<file path="config.mk">
export PLATFORM = sky130hd
export DESIGN_NAME = hazard3_shift_pipe
export DESIGN_NICKNAME = d
export VERILOG_FILES = /design/src/rtl/hazard3_shift_pipe_pkg.sv /design/src/rtl/hazard3_shift_barrel.sv /design/src/rtl/hazard3_shift_pipe.sv
export SDC_FILE = /design/constraint.sdc
export NUM_CORES = 1
export LEC_CHECK = 0
export CAP_MARGIN = 15
export CORE_ASPECT_RATIO = 0.75
export CORE_MARGIN = 10
export CORE_UTILIZATION = 46
export CTS_BUF_LIST = sky130_fd_sc_hd__clkbuf_4 sky130_fd_sc_hd__clkbuf_8
export CTS_CLUSTER_SIZE = 16
export DETAILED_ROUTE_END_ITERATION = 8
export PLACE_DENSITY = 0.71
export SETUP_SLACK_MARGIN = 0.15
export SLEW_MARGIN = 10
export SYNTH_ARGS = -nofsm -noshare
export SYNTH_HDL_FRONTEND = slang
export SYNTH_SLANG_ARGS = --single-unit
</file>
<file path="constraint.sdc">
create_clock -name clk -period 3 [get_ports clk]
set_clock_uncertainty 0.05 [all_clocks]
set_input_delay 0.6 -clock clk [delete_from_list [all_inputs] [get_ports clk]]
set_output_delay 0.6 -clock clk [all_outputs]
set_load 0.005 [all_outputs]
</file>
<file path="src/rtl/hazard3_shift_pipe_pkg.sv">
// Shared opcode constants, decode helper and width derivation for the shift pipe.
// Latency: n/a (declarations only).
// Backpressure: n/a.
package hazard3_shift_pipe_pkg;

  localparam int W_DATA_DFLT        = 32;
  localparam bit EXTENSION_ZBB_DFLT = 1'b1;
  localparam int W_TAG_DFLT         = 5;

  typedef enum logic [2:0] {
    SHIFT_OP_SLL = 3'd0,
    SHIFT_OP_SRL = 3'd1,
    SHIFT_OP_SRA = 3'd2,
    SHIFT_OP_ROL = 3'd3,
    SHIFT_OP_ROR = 3'd4
  } shift_op_e;

  typedef struct packed {
    logic right_nleft;
    logic arith;
    logic rotate;
    logic illegal;
  } shift_ctrl_t;

  // Shift amount width follows the datapath width; never overridden separately.
  function automatic int shamt_width(input int w_data);
    return $clog2(w_data);
  endfunction

  // Rotates only decode as legal when the bit-manip extension is present.
  function automatic shift_ctrl_t shift_decode(input logic [2:0] op, input logic zbb);
    shift_ctrl_t c;
    logic        is_rot;
    is_rot        = (op == SHIFT_OP_ROL) || (op == SHIFT_OP_ROR);
    c.right_nleft = (op == SHIFT_OP_SRL) || (op == SHIFT_OP_SRA) || (op == SHIFT_OP_ROR);
    c.arith       = (op == SHIFT_OP_SRA);
    c.rotate      = is_rot && zbb;
    c.illegal     = (op > SHIFT_OP_ROR) || (is_rot && !zbb);
    return c;
  endfunction

endpackage

</file>
<file path="src/rtl/hazard3_shift_barrel.sv">
// Log-depth barrel shifter: right shift / rotate core, left ops via bit reversal.
// Latency: combinational.
// Backpressure: none; pure function of its inputs.
module hazard3_shift_barrel
  import hazard3_shift_pipe_pkg::*;
#(
  parameter int W_DATA  = W_DATA_DFLT,
  parameter int W_SHAMT = shamt_width(W_DATA)
) (
  input  logic [W_DATA-1:0]  din,
  input  logic [W_SHAMT-1:0] shamt,
  input  logic               right_nleft,
  input  logic               rotate,
  input  logic               arith,
  output logic [W_DATA-1:0]  dout
);

  logic [W_DATA-1:0]             din_rev;
  logic [W_DATA-1:0]             res_rev;
  logic [W_SHAMT:0][W_DATA-1:0]  stg;
  logic                          fill;

  // Left shifts reuse the right-shift network on the bit-reversed operand.
  for (genvar i = 0; i < W_DATA; i++) begin : g_rev
    assign din_rev[i] = din[W_DATA-1-i];
    assign res_rev[i] = stg[W_SHAMT][W_DATA-1-i];
  end

  // Sign fill only applies to arithmetic right shifts.
  assign fill   = arith & right_nleft & din[W_DATA-1];
  assign stg[0] = right_nleft ? din : din_rev;

  // Stage s shifts right by 2**s; vacated bits take the wrapped bits or the fill.
  for (genvar s = 0; s < W_SHAMT; s++) begin : g_stage
    localparam int SH = 1 << s;
    logic [SH-1:0] hi;
    assign hi         = rotate ? stg[s][SH-1:0] : {SH{fill}};
    assign stg[s+1]   = shamt[s] ? {hi, stg[s][W_DATA-1:SH]} : stg[s];
  end

  assign dout = right_nleft ? stg[W_SHAMT] : res_rev;

endmodule

</file>
<file path="src/rtl/hazard3_shift_pipe.sv">
// Two-stage shift unit: decode/capture in stage 1, barrel shift into stage 2 result register.
// Latency: 2 cycles from input transfer to out_valid; one op per cycle sustained.
// Backpressure: holds up to 2 ops; in_ready drops when both stages are full and out_ready is low.
module hazard3_shift_pipe
  import hazard3_shift_pipe_pkg::*;
#(
  parameter int W_DATA        = W_DATA_DFLT,
  parameter bit EXTENSION_ZBB = EXTENSION_ZBB_DFLT,
  parameter int W_TAG         = W_TAG_DFLT
) (
  input  logic              clk,
  input  logic              rst_n,
  input  logic              flush,
  input  logic              in_valid,
  output logic              in_ready,
  input  logic [2:0]        in_op,
  input  logic [W_DATA-1:0] in_rs1,
  input  logic [W_DATA-1:0] in_rs2,
  input  logic [W_TAG-1:0]  in_tag,
  output logic              out_valid,
  input  logic              out_ready,
  output logic [W_DATA-1:0] out_result,
  output logic [W_TAG-1:0]  out_tag,
  output logic              out_illegal
);

  localparam int W_SHAMT = shamt_width(W_DATA);

  logic               s1_valid_q;
  logic [W_DATA-1:0]  s1_rs1_q;
  logic [W_SHAMT-1:0] s1_shamt_q;
  logic [W_TAG-1:0]   s1_tag_q;
  shift_ctrl_t        s1_ctrl_q;
  shift_ctrl_t        ctrl_d;

  logic               s2_valid_q;
  logic [W_DATA-1:0]  s2_result_q;
  logic [W_TAG-1:0]   s2_tag_q;
  logic               s2_illegal_q;
  logic [W_DATA-1:0]  result_d;

  logic               s2_adv;
  logic               s1_adv;
  logic               in_fire;
  logic [W_DATA-1:0]  shift_out;
  logic               unused_rs2_hi;

  // Only the low shamt bits of rs2 matter; the rest are intentionally ignored.
  assign unused_rs2_hi = ^in_rs2[W_DATA-1:W_SHAMT];

  assign s2_adv   = !s2_valid_q || out_ready;
  assign s1_adv   = s1_valid_q && s2_adv;
  assign in_ready = !flush && (!s1_valid_q || s2_adv);
  assign in_fire  = in_valid && in_ready;
  assign ctrl_d   = shift_decode(in_op, EXTENSION_ZBB);
  assign result_d = s1_ctrl_q.illegal ? '0 : shift_out;

  hazard3_shift_barrel #(
    .W_DATA  (W_DATA),
    .W_SHAMT (W_SHAMT)
  ) u_barrel (
    .din         (s1_rs1_q),
    .shamt       (s1_shamt_q),
    .right_nleft (s1_ctrl_q.right_nleft),
    .rotate      (s1_ctrl_q.rotate),
    .arith       (s1_ctrl_q.arith),
    .dout        (shift_out)
  );

  // Stage 1: capture operands and decoded controls on an input transfer.
  always_ff @(posedge clk or negedge rst_n) begin
    if (!rst_n) begin
      s1_valid_q <= 1'b0;
      s1_rs1_q   <= '0;
      s1_shamt_q <= '0;
      s1_tag_q   <= '0;
      s1_ctrl_q  <= '0;
    end else if (flush) begin
      s1_valid_q <= 1'b0;
    end else if (in_fire) begin
      s1_valid_q <= 1'b1;
      s1_rs1_q   <= in_rs1;
      s1_shamt_q <= in_rs2[W_SHAMT-1:0];
      s1_tag_q   <= in_tag;
      s1_ctrl_q  <= ctrl_d;
    end else if (s1_adv) begin
      s1_valid_q <= 1'b0;
    end
  end

  // Stage 2: register the shifter result whenever the output slot can advance.
  always_ff @(posedge clk or negedge rst_n) begin
    if (!rst_n) begin
      s2_valid_q   <= 1'b0;
      s2_result_q  <= '0;
      s2_tag_q     <= '0;
      s2_illegal_q <= 1'b0;
    end else if (flush) begin
      s2_valid_q <= 1'b0;
    end else if (s2_adv) begin
      s2_valid_q <= s1_valid_q;
      if (s1_valid_q) begin
        s2_result_q  <= result_d;
        s2_tag_q     <= s1_tag_q;
        s2_illegal_q <= s1_ctrl_q.illegal;
      end
    end
  end

  assign out_valid   = s2_valid_q;
  assign out_result  = s2_result_q;
  assign out_tag     = s2_tag_q;
  assign out_illegal = s2_illegal_q;

endmodule
</file>
==> results of run 1 <==
-- per-layer routing --
layer	up-vias	global-route usage	part of all wire
li1	2481	-	-
met1	2742	0.2814	0.46
met2	238	0.3143	0.46
met3	18	0.05250	0.076
met4	0	0.05054	0.011
met5	-	0	0
-- cell usage in the layout, fill, tap and decap left out, types with 3 or more instances in the layout --
| cell type | synthesis | layout |
|---|---|---|
| nor2_1 | 49 | 49 |
| clkbuf_8 | 0 | 10 |
| buf_4 | 1 | 38 |
| mux2_2 | 70 | 70 |
| a211oi_1 | 11 | 10 |
| o22ai_1 | 21 | 21 |
| mux2i_1 | 30 | 26 |
| buf_12 | 0 | 4 |
| nor3_1 | 6 | 6 |
| o31ai_1 | 3 | 3 |
| clkdlybuf4s50_1 | 0 | 88 |
| nand2_1 | 62 | 61 |
| mux2i_2 | 0 | 4 |
| mux4_2 | 32 | 32 |
| and2_1 | 6 | 6 |
| nand2b_1 | 3 | 3 |
| a32o_1 | 4 | 4 |
| a221oi_1 | 6 | 6 |
| inv_1 | 4 | 4 |
| o211ai_1 | 6 | 6 |
| o21ai_0 | 31 | 30 |
| dfrtp_1 | 86 | 85 |
| a21oi_1 | 30 | 30 |
| a21o_1 | 5 | 5 |
| nand3_1 | 6 | 6 |
| inv_2 | 3 | 3 |
| o221ai_1 | 23 | 23 |
| a221o_1 | 6 | 6 |
-- cells by family (layout without fill, tap and decap cells) --
family / count (synthesis) / after routing / synth area share
XOR/XNOR: 2 / 2 / 0.002895
buffers and inverters: 55 / 155 / 0.03990
AND/OR/NAND/NOR: 144 / 144 / 0.1021
flip-flops: 86 / 86 / 0.3556
multiplexers: 134 / 134 / 0.3039
AO/OA/AOI/OAI: 170 / 170 / 0.1956
-- worst min path at each step --
stage / slack [ps] / end
global placement: 430 / out_result[15]$_DFFE_PN0P_
detailed placement: 430 / out_result[5]$_DFFE_PN0P_
floorplan: 250 / out_illegal$_DFFE_PN0P_
finish: 160 / s1_rs1_q[19]$_DFFE_PN0P_
CTS: 180 / s1_rs1_q[19]$_DFFE_PN0P_
global route: 190 / s1_rs1_q[19]$_DFFE_PN0P_
-- power by group --
part | switching (mW) | internal, mW | total (mW)
Clock | 0.471 | 0.336 | 0.808
Combinational | 1.45 | 1.45 | 2.90
Sequential | 0.240 | 1.44 | 1.68
-- sequential cells by signal (all words and copies together) (netlist names) --
signal	cells
out_tag	5
out_result	32
s1_valid_q	1
s1_tag_q	5
s1_rs1_q	32
out_valid	1
s1_ctrl_q	4
s1_shamt_q	5
out_illegal	1
-- worst max-delay path, cell delays in order (launching register included) --
cell and delay (ps):
dfrtp_2 400, buf_12 130, buf_12 140, mux4_2 550, mux2i_2 290, mux2i_1 180
o221ai_1 210, o311a_1 350, nand2_1 100, a32o_1 260
-- repair_timing --
item | CTS | global route
resized for setup | 1 | 8
gates cloned | 0 | 1
setup buffers | 0 | 2
setup endpoints to repair | 2 | 20
-- metrics by stage --
stage            util  setup WS [ps]  total power, mW  std cells
2_1_floorplan       -          576.4            3.322        591
3_3_place_gp   0.5632          239.3            4.446        843
3_5_place_dp   0.5632          140.7            4.515        843
4_1_cts        0.5782          176.9            5.333        859
5_1_grt        0.5850          147.4            5.737        862
6_report       0.5850          226.4            5.389        862
-- cell type report --
cell class | instances | area share
Inverter | 7 | 0.003475
Clock buffer | 10 | 0.01820
Sequential cell | 86 | 0.2847
Multi-Input combinational cell | 450 | 0.4887
Timing Repair Buffer | 132 | 0.1696
Clock inverter | 6 | 0.006949
Tap cell | 171 | 0.02829
==> flow_summary_export.csv, run 1 <==
group,metric,value,unit
critical_path,cp.arrival,3010,ps
floorplanning,io_pins,117,
detailed_routing,ant_nets,0,
yosys,syn_area_per_cell,10.24,µm²
global_route,grt_pass1_wl,30460,µm
timing,worst_pin_slew,630.1,ps
floorplanning,die-width,152.4,µm
critical_path,reg2reg_slack,230,ps
critical_path,critPathKind,"reg2reg",
timing,hold_viol_final,0,
yosys,synth_top_area_share,0.3556,
flow_run,maxCapViolations,0,
critical_path,cp-end-kind,"flop",
min_path,hp-class,"in2async",
power_and_ir_drop,power_density,712.6,nW/µm²
yosys,synth_flop_cell,"dfrtp_1",
timing,setup_viol_count_final,0,
detailed_routing,dr.pass1.iters,5,
yosys,yosysMostFrequentCell,"dfrtp_1",
floorplanning,die_y,119.3,µm
clocking,cts_sinks,86,
yosys,synth_edf_count,0,
critical_path,critPathRequiredTime,3230,ps
layout,multiInputGateArea,3696,µm²
layout,area_delta_synth_final,24.95,%
clocking,cts-buffers-inserted,9,
critical_path,endpoint,"out_result[19]$_DFFE_PN0P_",
floorplanning,dieArea,18190,µm²
clocking,cts.reportedPaths.clkPinSlew,100,ps
critical_path,crit_path_max_fanout,10,
critical_path,start_kind,"flop",
layout,fin_area,7562,µm²
layout,drive_gt1_frac,0.2605,
yosys,synth_cell_types,57,
yosys,synthCells,591,
global_route,grt_start_max_net_pins,46,
clocking,cts_hold_buf,0,
detailed_routing,drc_errors,0,
floorplanning,row_count,36,
place,hpwl,14420,µm
global_route,grtUsageTotal,0.2041,
timing,slew-limit-headroom,0.5786,
place,port_buffers,89,
clocking,h-tree-depth,3,
clocking,cts_buffer_depth,2,
timing,fmax,360.5,MHz
yosys,synth.top_cells.by_area,"dfrtp_1 (36%), mux2_2 (13%), mux4_2 (12%)",
global_route,grt_remaining_overflow,0,
critical_path,worstSetupStartpoint,"s1_ctrl_q[3]$_DFFE_PN0P_",
timing,drv_slew,0,
yosys,synth-seq-area-share,0.3556,
yosys,synth_area_leader_cell,"dfrtp_1",
clocking,root_buffer,"clkbuf_8",
timing,rsz0062_at_grt,"no",
detailed_routing,avgViaCountPerCell,6.356,
yosys,synth-async-reset-ratio,1.000,
layout,fin_nets,763,
detailed_routing,drtIter0Drc,500,
clocking,cts_tree,"done",
critical_path,reg2reg_to,"out_result[19]$_DFFE_PN0P_",
detailed_routing,detail_route.wl_per_cell,21.86,µm
timing,fin_crit,2774,ps
place,gp_congestion,0.8974,
critical_path,r2r_cells,9,
yosys,syn_nets,668,
clocking,insertion_delay,380,ps
global_route,grt_pass1_vias,5442,
layout,antennaDiodeCount,0,
layout,fillers,1096,
detailed_routing,routed_wl,18840,µm
floorplanning,fp.coreArea,12930,µm²
layout,seq_area,2153,µm²
yosys,yosys_warnings,0,
outcome,status,"complete, no violations",
yosys,ys_ff_latch,86,
timing,timing.setup.tns,0,ps
detailed_routing,vias,5479,
floorplanning,initial_core_util,0.4682,
yosys,ys_top_cells_by_count,"dfrtp_1 (86), mux2_2 (70), nand2_1 (62), nor2_1 (49), mux4_2 (32)",
timing,period_share,0.9245,
yosys,synth_area,6052,µm²
place,postPlaceCellArea,7281,µm²
power_and_ir_drop,ir_drop,0.4492,mV
power_and_ir_drop,power.leakage,3.025,nW
critical_path,r2r-start,"s1_ctrl_q[3]$_DFFE_PN0P_",
global_route,antenna_found_initial,0,
timing,hold_slack,163.4,ps
Power figures use the tool's default switching activity.
==> run 2: changes to the inputs <==
Settings changed: CAP_MARGIN 15 to default.
==> results of run 2 <==
The final DEF is identical to that of run 1; final timing and power are the same.
